## config.mk

```make
export PLATFORM = sky130hd
export DESIGN_NAME = pong_ball_engine
export DESIGN_NICKNAME = d
export VERILOG_FILES = /design/src/rtl/pong_ball_engine.sv
export SDC_FILE = /design/constraint.sdc
export NUM_CORES = 1
export LEC_CHECK = 0
export BUFFER_PORTS_ARGS = -buffer_cell sky130_fd_sc_hd__buf_2
export CAP_MARGIN = 20
export CORE_MARGIN = 2
export CORE_UTILIZATION = 40
export CTS_CLUSTER_DIAMETER = 80
export DETAILED_ROUTE_END_ITERATION = 12
export PLACE_DENSITY_LB_ADDON = 0.1
export SYNTH_ARGS = -nofsm -noshare
export SYNTH_HDL_FRONTEND = slang
export SYNTH_SLANG_ARGS = --single-unit
```

## constraint.sdc

```tcl
create_clock -name clk_in -period 7.1 [get_ports clk_in]
set_input_delay 0.71 -clock clk_in [delete_from_list [all_inputs] [get_ports clk_in]]
set_output_delay 0.71 -clock clk_in [all_outputs]
set_load 0.01 [all_outputs]
```

## src/rtl/pong_ball_engine.sv

```systemverilog
// Pong ball engine: serve/play/score FSM, wall and paddle bounces, ball pixel flag.
// Optional macro BALL_SPEEDUP_EN: each paddle hit speeds the ball up in x.
module pong_ball_engine #(
  parameter int H_RES        = 640,
  parameter int V_RES        = 480,
  parameter int XW           = 10,
  parameter int YW           = 9,
  parameter int BALL_SIZE    = 8,
  parameter int PADDLE_W     = 10,
  parameter int PADDLE_H     = 60,
  parameter int PADDLE1_X    = 10,
  parameter int PADDLE2_X    = 620,
  parameter int STEP_X       = 5,
  parameter int STEP_Y       = 3,
  parameter int STEP_X_MAX   = 9,
  parameter int FRAME_DIV    = 1,
  parameter int SERVE_FRAMES = 60
) (
  input  logic          clk_in,
  input  logic          i_rst,
  input  logic          o_active,
  input  logic [XW-1:0] o_x,
  input  logic [YW-1:0] o_y,
  input  logic [YW-1:0] pos_yBarra1,
  input  logic [YW-1:0] pos_yBarra2,
  output logic          color,
  output logic          pointPlayer1,
  output logic          pointPlayer2,
  output logic [XW-1:0] ball_x,
  output logic [YW-1:0] ball_y
);

  localparam int CW = 16;

  typedef logic [XW:0] xe_t;
  typedef logic [YW:0] ye_t;
  typedef enum logic [1:0] {SERVE, PLAY, SCORED} state_t;

  localparam xe_t BSX = xe_t'(BALL_SIZE);
  localparam xe_t HX  = xe_t'(H_RES);
  localparam xe_t P1E = xe_t'(PADDLE1_X + PADDLE_W);
  localparam xe_t P2X = xe_t'(PADDLE2_X);
  localparam ye_t BSY = ye_t'(BALL_SIZE);
  localparam ye_t PHY = ye_t'(PADDLE_H);
  localparam ye_t SY  = ye_t'(STEP_Y);
  localparam ye_t YB  = ye_t'(V_RES - BALL_SIZE);

  localparam logic [XW-1:0] XC  = XW'((H_RES - BALL_SIZE) / 2);
  localparam logic [YW-1:0] YC  = YW'((V_RES - BALL_SIZE) / 2);
  localparam logic [XW-1:0] SX0 = XW'(STEP_X);
  localparam logic [XW-1:0] SXM = XW'(STEP_X_MAX);
  localparam logic [XW-1:0] XL  = XW'(H_RES - 1);
  localparam logic [YW-1:0] YL  = YW'(V_RES - 1);
  localparam logic [CW-1:0] SRV_LAST = CW'(SERVE_FRAMES - 1);
  localparam logic [CW-1:0] MV_LAST  = CW'(FRAME_DIV - 1);

  state_t        state;
  logic          dx;
  logic          dy;
  logic [XW-1:0] step_x;
  logic [CW-1:0] srv_cnt;
  logic [CW-1:0] mv_cnt;

  logic frame_end;
  logic ov1, ov2, hit1, hit2;
  logic miss_r, miss_l;
  logic up_wall, dn_wall;
  logic pix;
  xe_t  bx, st, xo, nx;
  ye_t  by, yo, p1, p2, ny;
  logic ndx, ndy;
  logic [XW-1:0] step_up;

  assign frame_end = (o_x == XL) && (o_y == YL);

  assign bx = {1'b0, ball_x};
  assign by = {1'b0, ball_y};
  assign st = {1'b0, step_x};
  assign xo = {1'b0, o_x};
  assign yo = {1'b0, o_y};
  assign p1 = {1'b0, pos_yBarra1};
  assign p2 = {1'b0, pos_yBarra2};

  assign ov1 = (by + BSY > p1) && (by < p1 + PHY);
  assign ov2 = (by + BSY > p2) && (by < p2 + PHY);

  assign hit1 = dx && (P1E <= bx) && (bx <= P1E + st) && ov1;
  assign hit2 = !dx && (bx + BSX <= P2X)
             && (P2X <= bx + BSX + st) && ov2;

  assign miss_r = !dx && !hit2 && (bx + BSX + st >= HX);
  assign miss_l = dx && !hit1 && (bx < st);

  assign up_wall = dy && (by <= SY);
  assign dn_wall = !dy && (by + SY >= YB);

  assign pix = o_active
            && (xo >= bx) && (xo < bx + BSX)
            && (yo >= by) && (yo < by + BSY);

`ifdef BALL_SPEEDUP_EN
  assign step_up = (step_x < SXM) ? step_x + XW'(1) : step_x;
`else
  assign step_up = step_x;
`endif

  always_comb begin
    nx  = bx;
    ndx = dx;
    unique case (1'b1)
      hit1:          begin nx = P1E;       ndx = 1'b0; end
      hit2:          begin nx = P2X - BSX; ndx = 1'b1; end
      dx && !hit1:   nx = bx - st;
      !dx && !hit2:  nx = bx + st;
      default:       nx = bx;
    endcase
  end

  always_comb begin
    ny  = by;
    ndy = dy;
    unique case (1'b1)
      up_wall:          begin ny = '0; ndy = 1'b0; end
      dn_wall:          begin ny = YB; ndy = 1'b1; end
      dy && !up_wall:   ny = by - SY;
      !dy && !dn_wall:  ny = by + SY;
      default:          ny = by;
    endcase
  end

  always_ff @(posedge clk_in) begin
    if (!i_rst) begin
      state        <= SERVE;
      ball_x       <= XC;
      ball_y       <= YC;
      dx           <= 1'b0;
      dy           <= 1'b0;
      step_x       <= SX0;
      srv_cnt      <= '0;
      mv_cnt       <= '0;
      color        <= 1'b0;
      pointPlayer1 <= 1'b0;
      pointPlayer2 <= 1'b0;
    end else begin
      color        <= pix;
      pointPlayer1 <= 1'b0;
      pointPlayer2 <= 1'b0;
      unique case (state)
        SERVE: begin
          if (frame_end) begin
            if (srv_cnt == SRV_LAST) begin
              state   <= PLAY;
              srv_cnt <= '0;
              mv_cnt  <= '0;
            end else begin
              srv_cnt <= srv_cnt + CW'(1);
            end
          end
        end
        PLAY: begin
          if (frame_end) begin
            if (mv_cnt == MV_LAST) begin
              mv_cnt <= '0;
              // a miss freezes the ball where it was
              if (miss_r) begin
                pointPlayer1 <= 1'b1;
                state        <= SCORED;
              end else if (miss_l) begin
                pointPlayer2 <= 1'b1;
                state        <= SCORED;
              end else begin
                ball_x <= nx[XW-1:0];
                ball_y <= ny[YW-1:0];
                dx     <= ndx;
                dy     <= ndy;
                if (hit1 || hit2) step_x <= step_up;
              end
            end else begin
              mv_cnt <= mv_cnt + CW'(1);
            end
          end
        end
        SCORED: begin
          ball_x  <= XC;
          ball_y  <= YC;
          dx      <= pointPlayer1;
          step_x  <= SX0;
          srv_cnt <= '0;
          state   <= SERVE;
        end
        default: state <= SERVE;
      endcase
    end
  end

endmodule

```

==> impl_metrics.env <==
export IMPL_synth_xor_area_frac=0.0846
export IMPL_drc_errors=0
export IMPL_synth_edf_count=0
export IMPL_slew_headroom=0.451
export IMPL_cts_inserted_buffers=9
export IMPL_cp_cell_sequence="ha_1, and3_1, xnor2_1, ha_1, nand4_1, o21ai_0, a311o_1, a31oi_1, o211a_1, nor2_1, a21oi_4, a31oi_4, a2111oi_0, a211oi_1"
export IMPL_combPwrFrac=0.096
export IMPL_min_period_over_period=0.580
export IMPL_synth_compound_area_frac=0.218
export IMPL_switchingPower_w=0.000213
export IMPL_tightest_slew_ns=0.816
export IMPL_drt_iter0_drc=422
export IMPL_setup_ws_ns=2.98
export IMPL_async_flop_share=0
export IMPL_synth_main_ff_cell="dfxtp_1"
export IMPL_htreeDepth=3
export IMPL_clockRootBuffer="clkbuf_16"
export IMPL_worst_setup_path_end_kind="flop"
export IMPL_cts_tree="built"
export IMPL_holdCritStartpoint="state[1]"
export IMPL_max_freq_mhz=243
export IMPL_grt_pass1_vias=5640
export IMPL_finalMaxSlewViolations=0
export IMPL_reg2reg_setup_slack_ns=2.98
export IMPL_place_congestion=0.922
export IMPL_clk_latency_ns=0.34
export IMPL_synth_warnings=0
export IMPL_hpwl_mm=13.0
export IMPL_p_leak_nw=2.82
export IMPL_syn_inst=775
export IMPL_nNetsFinal=946
export IMPL_ctsHoldBuffers=0
export IMPL_initial_core_util=0.408
export IMPL_track_usage=0.215
export IMPL_r2r_start="ball_y[3]"
export IMPL_die_area_sq_um=15700
export IMPL_rsz0062_at_grt="no"
export IMPL_status="finished, final reports clean"
export IMPL_avgRoutedWirePerCell_um=16.8
export IMPL_worstHoldPathType="flop to flop"
export IMPL_cp_max_fo=17
export IMPL_fin_area_sq_um=6650
export IMPL_yosysUniqueCellTypes=82
export IMPL_synth_seq_cells=58
export IMPL_start_kind="flop"
export IMPL_cp_required_ns=7.31
export IMPL_antenna_left=0
export IMPL_vias=5785
export IMPL_viasPerCell=5.73
export IMPL_nFillCells=1478
export IMPL_preCtsSetupSlack_ns=2.83
export IMPL_numPortBuffers=61
export IMPL_slowest_stage="dfxtp_1"
export IMPL_fin_cells=1010
export IMPL_synth_nets=900
export IMPL_yosys_area_share_simple=0.244
export IMPL_die_x_um=125
export IMPL_regArea_sq_um=1160
export IMPL_postPlaceCellArea_sq_um=6300
export IMPL_hold_viol=0
export IMPL_synth_mux_area_frac=0.0140
export IMPL_path_clk_slew_ns=0.06
export IMPL_core_sq_um=14400
export IMPL_internal_power_w=0.000706
export IMPL_post_cts_repair_setup_buffers=0
export IMPL_wl_mm=17.0
export IMPL_cp_top_family="compound AO/OA/AOI/OAI gates"
export IMPL_setup_viol=0
export IMPL_synth_top_family_by_area="simple AND/OR/NAND/NOR gates"
export IMPL_clk_path_buf_depth=2
export IMPL_r2r_end="ball_y[2]"
export IMPL_cts_num_sinks=58
export IMPL_arrival_ns=4.32
export IMPL_rows=44
export IMPL_area_growth_pct=13.0
export IMPL_syn_area_sq_um=5880
export IMPL_synth_seq_area_share=0.197
export IMPL_die_h_um=125
export IMPL_synth_area_per_cell_sq_um=7.59
export IMPL_antenna_found_initial=1
export IMPL_boundaryPins=62
export IMPL_min_delay_worst_endpoint="state[1]"
export IMPL_cts_resized=0
export IMPL_crit_top_cell="ha_1"
export IMPL_antenna_cells=0
export IMPL_final_util=0.461
export IMPL_powerDensity_nw_per_um2=138
export IMPL_cp_depth=14
export IMPL_slowest_delay_ns=0.72
export IMPL_multi_input_area_sq_um=4360
export IMPL_critical_path_class="flop to flop"
export IMPL_path_buf_inv=0
export IMPL_critPathLaunch="ball_y[3]"
export IMPL_vdd_drop_max_v=0.000165
export IMPL_p_sw_frac=0.232
export IMPL_synthAdderAreaFrac=0.181
export IMPL_r2r_cells=14
export IMPL_grt_max_degree=21
export IMPL_setup_tns_ns=0
export IMPL_drive_gt1_frac=0.121
export IMPL_pwr_share_seq=0.355
export IMPL_cap_viol_max_count=0
export IMPL_drt_pass1_iterations=5
export IMPL_skew_ns=0.00962
export IMPL_place_inst=993
export IMPL_fin_crit_ns=4.12
export IMPL_grt_pass1_wl_mm=27.8
export IMPL_overflow=0
export IMPL_whs_path_depth=2
export IMPL_power_frac_clock=0.550
==> power groups by stage <==
stage	clock network, W	registers (W)	logic, W
6_report	0.000505	0.000326	0.0000881
5_1_grt	0.000533	0.000325	0.000101
4_1_cts	0.000516	0.000326	0.0000887
3_5_place_dp	0	0.000333	0.0000879
3_3_place_gp	0	0.000333	0.0000859
2_1_floorplan	0	0.000333	0.0000543
==> cell families after synthesis <==
| group | after synthesis |
|---|---|
| AOI/OAI and AO/OA | 191 |
| muxes | 8 |
| and+or+nand+nor | 287 |
| buffers and inverters | 90 |
| DFF | 58 |
| adders and majority gates | 85 |
| xor gates and xnor gates | 56 |
==> worst min-delay path, cell delays in order, from the launching register on <==
cell and delay (ns):
dfxtp_1 0.32, o21ai_0 0.08, a21oi_1 0.06
==> worst max path at each step <==
stage                endpoint  slack, ns
detailed placement  ball_x[9]       2.83
global placement    ball_x[9]       2.99
floorplan           ball_x[5]       3.69
global route        ball_y[2]       2.63
finish              ball_y[2]       2.98
CTS                 ball_x[9]       2.82
==> layer usage <==
layer  share of wire  up-vias  track usage
met2            0.46      155        0.355
met4           0.013        0       0.0634
li1                -     2884            -
met3           0.052       26       0.0351
met5               0        -            0
met1            0.47     2720        0.290
==> flip-flops by register name (all words and copies together), names as in the netlist <==
| register | cells |
|---|---|
| state | 2 |
| ball_x | 10 |
| mv_cnt | 16 |
| ball_y | 9 |
| pointPlayer2 | 1 |
| dy | 1 |
| dx | 1 |
| pointPlayer1 | 1 |
| srv_cnt | 16 |
| color | 1 |
==> final cells by class <==
cell class                      count  share of cell area
Sequential cell                    58               0.175
Timing Repair Buffer               64              0.0493
Clock buffer                        9              0.0339
Clock inverter                      7              0.0175
Multi-Input combinational cell    627               0.656
Tap cell                          184              0.0346
Inverter                           61              0.0344
==> cells in the mapped netlist, drive strengths merged, types with 2 or more instances <==
| library cell | count | area, sq um |
|---|---|---|
| ha | 85 | 1060 |
| nor2 | 72 | 275 |
| nand2 | 64 | 243 |
| inv | 60 | 225 |
| dfxtp | 58 | 1160 |
| a21oi | 51 | 267 |
| o21ai | 49 | 249 |
| nand3 | 43 | 220 |
| xnor2 | 32 | 280 |
| xor2 | 24 | 218 |
| clkbuf | 20 | 75.1 |
| nand4 | 20 | 125 |
| nor3 | 20 | 105 |
| nor4 | 13 | 96.3 |
| a31oi | 12 | 105 |
| and3 | 11 | 68.8 |
| nor2b | 11 | 68.8 |
| buf | 9 | 57.6 |
| o211ai | 9 | 67.6 |
| or3 | 9 | 61.3 |
| a21o | 8 | 60.1 |
| nand2b | 8 | 50.1 |
| o21a | 8 | 60.1 |
| a211oi | 6 | 45.0 |
| mux2i | 6 | 60.1 |
| o31ai | 5 | 42.5 |
| and2 | 4 | 25.0 |
| a211o | 3 | 26.3 |
| a21boi | 3 | 22.5 |
| a22oi | 3 | 22.5 |
| a31o | 3 | 26.3 |
| o2111ai | 3 | 26.3 |
| o311ai | 3 | 26.3 |
| a2111oi | 2 | 17.5 |
| a41oi | 2 | 25.0 |
| mux2 | 2 | 22.5 |
| nand3b | 2 | 15.0 |
| nor4b | 2 | 17.5 |
| o211a | 2 | 20.0 |
| o221a | 2 | 22.5 |
| o22ai | 2 | 12.5 |
| o32a | 2 | 20.0 |
| or2 | 2 | 12.5 |
| or4 | 2 | 15.0 |
==> placed cells by master, fill, tap and decap left out, drive strengths merged, types with 11 or more instances in the layout <==
| master | synthesis | routed |
|---|---|---|
| ha | 85 | 85 |
| nor2 | 72 | 72 |
| nand2 | 64 | 64 |
| buf | 9 | 64 |
| inv | 60 | 61 |
| dfxtp | 58 | 58 |
| a21oi | 51 | 51 |
| o21ai | 49 | 49 |
| nand3 | 43 | 43 |
| xnor2 | 32 | 32 |
| xor2 | 24 | 24 |
| nand4 | 20 | 20 |
| nor3 | 20 | 20 |
| nor4 | 13 | 13 |
| a31oi | 12 | 12 |
| and3 | 11 | 11 |
| nor2b | 11 | 11 |
==> metrics by stage <==
step	total power (W)	hold WS [ns]
after floorplan	0.000387	0.466
after global placement	0.000419	0.478
after detailed placement	0.000421	0.491
after CTS	0.000930	0.499
after global routing	0.000960	0.536
final	0.000919	0.503
Note: power is estimated with default switching activity, not from simulation.
